`config.mk`:
```
export PLATFORM = sky130hd
export DESIGN_NAME = vec_fu_issue
export DESIGN_NICKNAME = d
export VERILOG_FILES = /design/src/rtl/vec_fu_issue.sv
export SDC_FILE = /design/constraint.sdc
export NUM_CORES = 1
export LEC_CHECK = 0
export BUFFER_PORTS_ARGS = -buffer_cell sky130_fd_sc_hd__buf_2
export CAP_MARGIN = 40
export CELL_PAD_IN_SITES_DETAIL_PLACEMENT = 0
export CELL_PAD_IN_SITES_GLOBAL_PLACEMENT = 1
export CORE_AREA = 2 2 612 614
export DETAILED_ROUTE_END_ITERATION = 16
export DIE_AREA = 0 0 614 616
export MAX_ROUTING_LAYER = met4
export PLACE_DENSITY_LB_ADDON = 0.1
export SLEW_MARGIN = 20
export SYNTH_ARGS = -nofsm -noshare
export SYNTH_HDL_FRONTEND = slang
export SYNTH_SLANG_ARGS = --single-unit
export TNS_END_PERCENT = 10
```
`constraint.sdc`:
```
create_clock -name clk -period 3.25 [get_ports clk]
set_input_delay 0.1625 -clock clk [delete_from_list [all_inputs] [get_ports clk]]
set_output_delay 0.1625 -clock clk [all_outputs]
set_load 0.01 [all_outputs]
```
`src/rtl/vec_fu_issue.sv`:
```
// Issue side of the vector FU start/done handshake: registers operands, holds start,
// captures the result or aborts on timeout, and counts overflowing completions.
module vec_fu_issue #(
    parameter int VW      = 256,
    parameter int TIMEOUT = 15,
    parameter int TW      = 4
) (
    input  logic          clk,
    input  logic          rst,
    input  logic          ReqValid,
    output logic          ReqReady,
    input  logic [VW-1:0] ReqA,
    input  logic [VW-1:0] ReqB,
    output logic [VW-1:0] FuA,
    output logic [VW-1:0] FuB,
    output logic          FuStart,
    input  logic          FuDone,
    input  logic [VW-1:0] FuResult,
    input  logic          FuOverflw,
    output logic          RspValid,
    input  logic          RspReady,
    output logic [VW-1:0] RspData,
    output logic          RspOverflw,
    output logic          RspTimeout,
    output logic [15:0]   OvCount,
    input  logic          OvClr
);

    // IDLE: ready for request | ISSUE: FuStart held, waiting done | RESP: response held
    typedef enum logic [1:0] {IDLE, ISSUE, RESP} state_t;

    state_t        state, state_nx;
    logic [TW-1:0] tmo_cnt;
    logic          tmo_hit;
    logic          done_ov;

    // The counter value after this edge would equal TIMEOUT: FuStart has been high TIMEOUT cycles.
    assign tmo_hit  = (tmo_cnt + TW'(1)) == TW'(TIMEOUT);
    assign done_ov  = (state == ISSUE) && FuDone && FuOverflw;

    assign ReqReady = (state == IDLE);
    assign FuStart  = (state == ISSUE);
    assign RspValid = (state == RESP);

    always_ff @(posedge clk) begin
        if (rst) state <= IDLE;
        else     state <= state_nx;
    end

    always_comb begin
        state_nx = state;
        case (state)
            IDLE:    if (ReqValid) state_nx = ISSUE;
            ISSUE:   if (FuDone || tmo_hit) state_nx = RESP;
            RESP:    if (RspReady) state_nx = IDLE;
            default: state_nx = IDLE;
        endcase
    end

    always_ff @(posedge clk) begin
        if (rst) begin
            FuA        <= '0;
            FuB        <= '0;
            tmo_cnt    <= '0;
            RspData    <= '0;
            RspOverflw <= 1'b0;
            RspTimeout <= 1'b0;
        end else begin
            case (state)
                IDLE: begin
                    if (ReqValid) begin
                        FuA     <= ReqA;
                        FuB     <= ReqB;
                        tmo_cnt <= '0;
                    end
                end
                ISSUE: begin
                    // Done takes priority over a timeout landing on the same edge.
                    if (FuDone) begin
                        RspData    <= FuResult;
                        RspOverflw <= FuOverflw;
                        RspTimeout <= 1'b0;
                    end else begin
                        tmo_cnt <= tmo_cnt + TW'(1);
                        if (tmo_hit) begin
                            RspData    <= '0;
                            RspOverflw <= 1'b0;
                            RspTimeout <= 1'b1;
                        end
                    end
                end
                default: ;
            endcase
        end
    end

    always_ff @(posedge clk) begin
        if (rst || OvClr)
            OvCount <= '0;
        else if (done_ov && (OvCount != 16'hFFFF))
            OvCount <= OvCount + 16'd1;
    end

endmodule
```
==> impl_summary.log <==
INFO  metric worst_ep_required_time = around 4.0 ns
INFO  metric post-place-ws = about 0.86 ns
INFO  metric drtIter0Drc = 1,029
INFO  metric drt-pass1-iter-count = 5
INFO  metric finalMaxSlewViolations = 0
INFO  metric ys.flop_type = sky130_fd_sc_hd__dfxtp_1
INFO  metric cp_top_family = buffers and inverters
INFO  metric number_of_vias_in_the_routed_layout = about 31k
INFO  metric final_net_count = 6,199
INFO  metric syn_area_per_cell = between 8 and 9 um2
INFO  metric cts-htree-levels = 3
INFO  metric synth-simple-area-share = 16.1%
INFO  metric final.setup.tns = 0 ns
INFO  metric multi_input_comb_area = 0.00939 mm2
INFO  metric critPathLaunchType = flop
INFO  metric syn_nets = 3,712
INFO  metric num_rows = 224
INFO  metric instances_no_fill = about 11k
INFO  metric cts-buffers-inserted = 124
INFO  metric final.min_clock_period = 2.94 ns
INFO  metric outcome = finished, final reports clean
INFO  metric combinational_family_with_the_most_area_after_synthesis = compound AO/OA/AOI/OAI gates
INFO  metric synth_mux_area_share = less than 1%
INFO  metric number_of_enable_flip_flop_cells_after_synthesis = 0
INFO  metric crit_path_slowest_cell = sky130_fd_sc_hd__dlygate4sd3_1
INFO  metric timing.final.hold_violations = 0
INFO  metric ctsResizeCount = 0
INFO  metric chipHeight = 616 um
INFO  metric initial_utilization = slightly above 7%
INFO  metric numPlacedInstances = 9,294
INFO  metric fraction_of_layout_instances_using_a_drive_strength_above_1 = about 33%
INFO  metric synth_top_cells_by_area = sky130_fd_sc_hd__dfxtp_1, sky130_fd_sc_hd__nand2_1, sky130_fd_sc_hd__a21oi_1
INFO  metric clk_transition_reported_paths = about 0.060 ns
INFO  metric root_buffer = sky130_fd_sc_hd__clkbuf_16
INFO  metric drt-vias-per-instance = approximately 2.9
INFO  metric drc = 0
INFO  metric drv.max_cap_violation_count = 0
INFO  metric cts_tree = done
INFO  metric detail-route-antenna-nets = 0
INFO  metric clock_sink_count = ~790
INFO  metric power_density = approximately 530 mW/mm2
INFO  metric timing.critical_path.cells = ha_1, and3_1, nand3_1, o2111ai_1, dlygate4sd3_1, xor2_1, nor2_1, dlygate4sd3_1
INFO  metric setup_viol_count_final = 0
INFO  metric timing.critical_path.mode_cell = sky130_fd_sc_hd__dlygate4sd3_1
INFO  metric syn2layout_area_growth = 105%
INFO  metric wire_length_of_the_first_global_routing_pass = around 290,000 um
INFO  metric synth_sequential_area_ratio = about three fifths
INFO  metric vdd_ir_drop_max = 431 uV
INFO  metric worst-setup-path-type = flop to flop
INFO  metric p_leak = 23.3 nW
INFO  metric place_area = 0.0401 mm2
INFO  metric routabilityCongestion = 0.777
INFO  metric synth_common_cells = sky130_fd_sc_hd__nand2_1, sky130_fd_sc_hd__dfxtp_1, sky130_fd_sc_hd__a21oi_1
INFO  metric report.power.total = 0.0288 W
INFO  metric netlist.top_cell.by_area = sky130_fd_sc_hd__dfxtp_1
INFO  metric finalCritPeriodShare = 90.5%
INFO  metric slew_headroom = between 40% and 50%
INFO  metric yosys.cell_count.top_type = sky130_fd_sc_hd__nand2_1
INFO  metric largest_fanout_on_the_critical_path = 9
INFO  metric wirelength = around 220,000 um
INFO  metric syn-cell-area = about 0.026 mm2
INFO  metric worstPathBufferInverterCount = 2
INFO  metric fillers = 42.7k
INFO  metric grt_start_max_net_pins = 137
INFO  metric setup.worst_path.end_class = flop
INFO  metric design_area = 0.0539 mm2
INFO  metric synth_xor_xnor_area_share = 0.400%
INFO  metric die-area = approximately 0.38 mm2
INFO  metric die_w = about 610 um
INFO  metric layout_setup_ws = around 0.31 ns
INFO  metric synthCells = 2,934
INFO  metric synth_adder_area_share = 0.143%
INFO  metric rsz0062_at_grt = no
INFO  metric worstHoldPathType = input port to flop
INFO  metric max_stage_delay = 0.59 ns
INFO  metric worst_skew_pair.late_latency = 0.85 ns
INFO  metric yosys_warnings = 0
INFO  metric grt_pass1_vias = 32.2k
INFO  metric io_buffers = ~1.6k
INFO  metric cts_max_path_buffers = 4
INFO  metric place.detailed.hpwl = 177,000 um
INFO  metric fmax = 0.340 GHz
INFO  metric worst_slew_pin_slew = 0.861 ns
INFO  metric fraction_of_registers_with_async_set_or_reset_after_synthesis = 0%
INFO  metric initial_antenna_violation_count = 76
INFO  metric top_level_ports = 1,564
INFO  metric total_congestion_overflow_after_global_routing = 0
INFO  metric seqCellArea = roughly 0.016 mm2
INFO  metric synth-compound-area-share = 19.0%
INFO  metric globalRouteTotalUtil = 11.6%
INFO  metric synth.distinct_cells = 37
INFO  metric crit_arrival = 3.68 ns
INFO  metric avgRoutedWirePerCell = 21.3 um
INFO  metric post-synth-top-area-fraction = 60.4%
INFO  metric area_of_the_core_region = 0.371 mm2
INFO  metric synth_seq_cells = 792
INFO  metric clock-skew-final = about 0.062 ns
==> final cells by class <==
cell class | count | area share [%]
Tap cell | 4972 | 11.5
Timing Repair Buffer | 2592 | 34.0
Antenna cell | 35 | 0.163
Clock inverter | 24 | 0.592
Clock buffer | 193 | 6.80
Sequential cell | 792 | 29.4
Inverter | 2 | 0.0139
Multi-Input combinational cell | 1909 | 17.4
==> metrics by stage <==
| step | hold WS (ns) | utilization (%) |
|---|---|---|
| 2_1_floorplan | 0.295 | - |
| 3_3_place_gp | 0.379 | 10.8 |
| 3_5_place_dp | 0.382 | 10.8 |
| 4_1_cts | 0.0000475 | 14.5 |
| 5_1_grt | 0.0430 | 14.5 |
| 6_report | 0.0890 | 14.5 |
==> repair_timing <==
item	4_1_cts	5_1_grt
setup buffers	0	0
endpoints found under the hold margin	792	0
hold buffers	973	0
==> path summary, 6_finish.rpt <==
path                            from                      end  slack [ns]  cells past startpoint
max reg2reg  OvCount[0]$_SDFFE_PP0P_  OvCount[9]$_SDFFE_PP0P_        0.31                      8
min                         ReqA[61]     FuA[61]$_SDFFE_PP0P_        0.09                      4
max          OvCount[0]$_SDFFE_PP0P_  OvCount[9]$_SDFFE_PP0P_        0.31                      8
min reg2reg     FuA[88]$_SDFFE_PP0P_     FuA[88]$_SDFFE_PP0P_        0.45                      2
==> layer usage <==
layer,GRT usage (%),vias up,wire length (um)
li1,-,14900,-
met1,10.6,14700,74900
met2,22.2,1007,122000
met3,3.20,369,15500
met4,4.88,0,10900
met5,-,-,0
==> worst register-to-register path: cells and delay by family, from the launching register on <==
family | cells | cell delay [ns]
flip-flops | 1 | 0.43
AO/OA/AOI/OAI | 1 | 0.30
adder cells (fa/ha/maj) | 1 | 0.25
buffers and inverters | 2 | 1.15
XOR/XNOR | 1 | 0.15
AND/OR/NAND/NOR | 3 | 0.55
==> registers in the layout, summed over array words and instances (netlist names) <==
signal and count:
OvCount 16, RspTimeout 1, RspData 256, RspOverflw 1, state 2, FuA 256
tmo_cnt 4, FuB 256
==> power breakdown <==
group          internal (W)  total, W  leakage (nW)  switching (W)
Combinational       0.00200   0.00453          14.9        0.00253
Sequential           0.0103    0.0106          6.48       0.000340
Clock               0.00805    0.0136          1.96        0.00559
Total                0.0204    0.0288          23.3        0.00845
==> layout by cell type, fill, tap and decap left out, types with 12 or more instances in the layout <==
| cell type | n |
|---|---|
| sky130_fd_sc_hd__xor2_1 | 12 |
| sky130_fd_sc_hd__dlygate4sd3_1 | 973 |
| sky130_fd_sc_hd__clkbuf_16 | 124 |
| sky130_fd_sc_hd__clkbuf_1 | 39 |
| sky130_fd_sc_hd__clkbuf_8 | 30 |
| sky130_fd_sc_hd__a21oi_1 | 519 |
| sky130_fd_sc_hd__buf_2 | 1562 |
| sky130_fd_sc_hd__nor2_1 | 30 |
| sky130_fd_sc_hd__diode_2 | 35 |
| sky130_fd_sc_hd__buf_12 | 28 |
| sky130_fd_sc_hd__a22o_1 | 256 |
| sky130_fd_sc_hd__nand2_1 | 1031 |
| sky130_fd_sc_hd__buf_4 | 28 |
| sky130_fd_sc_hd__dfxtp_1 | 792 |
==> cells by family (layout without fill, tap and decap cells) <==
group           after synthesis  after routing
buf+inv                     233           2811
xor+xnor                     12             12
other cells                   0             35
mux                           3              3
flops                       792            792
simple gates               1099           1099
fa+ha+maj                     3              3
compound gates              792            792
(Power assumes the default switching activity.)
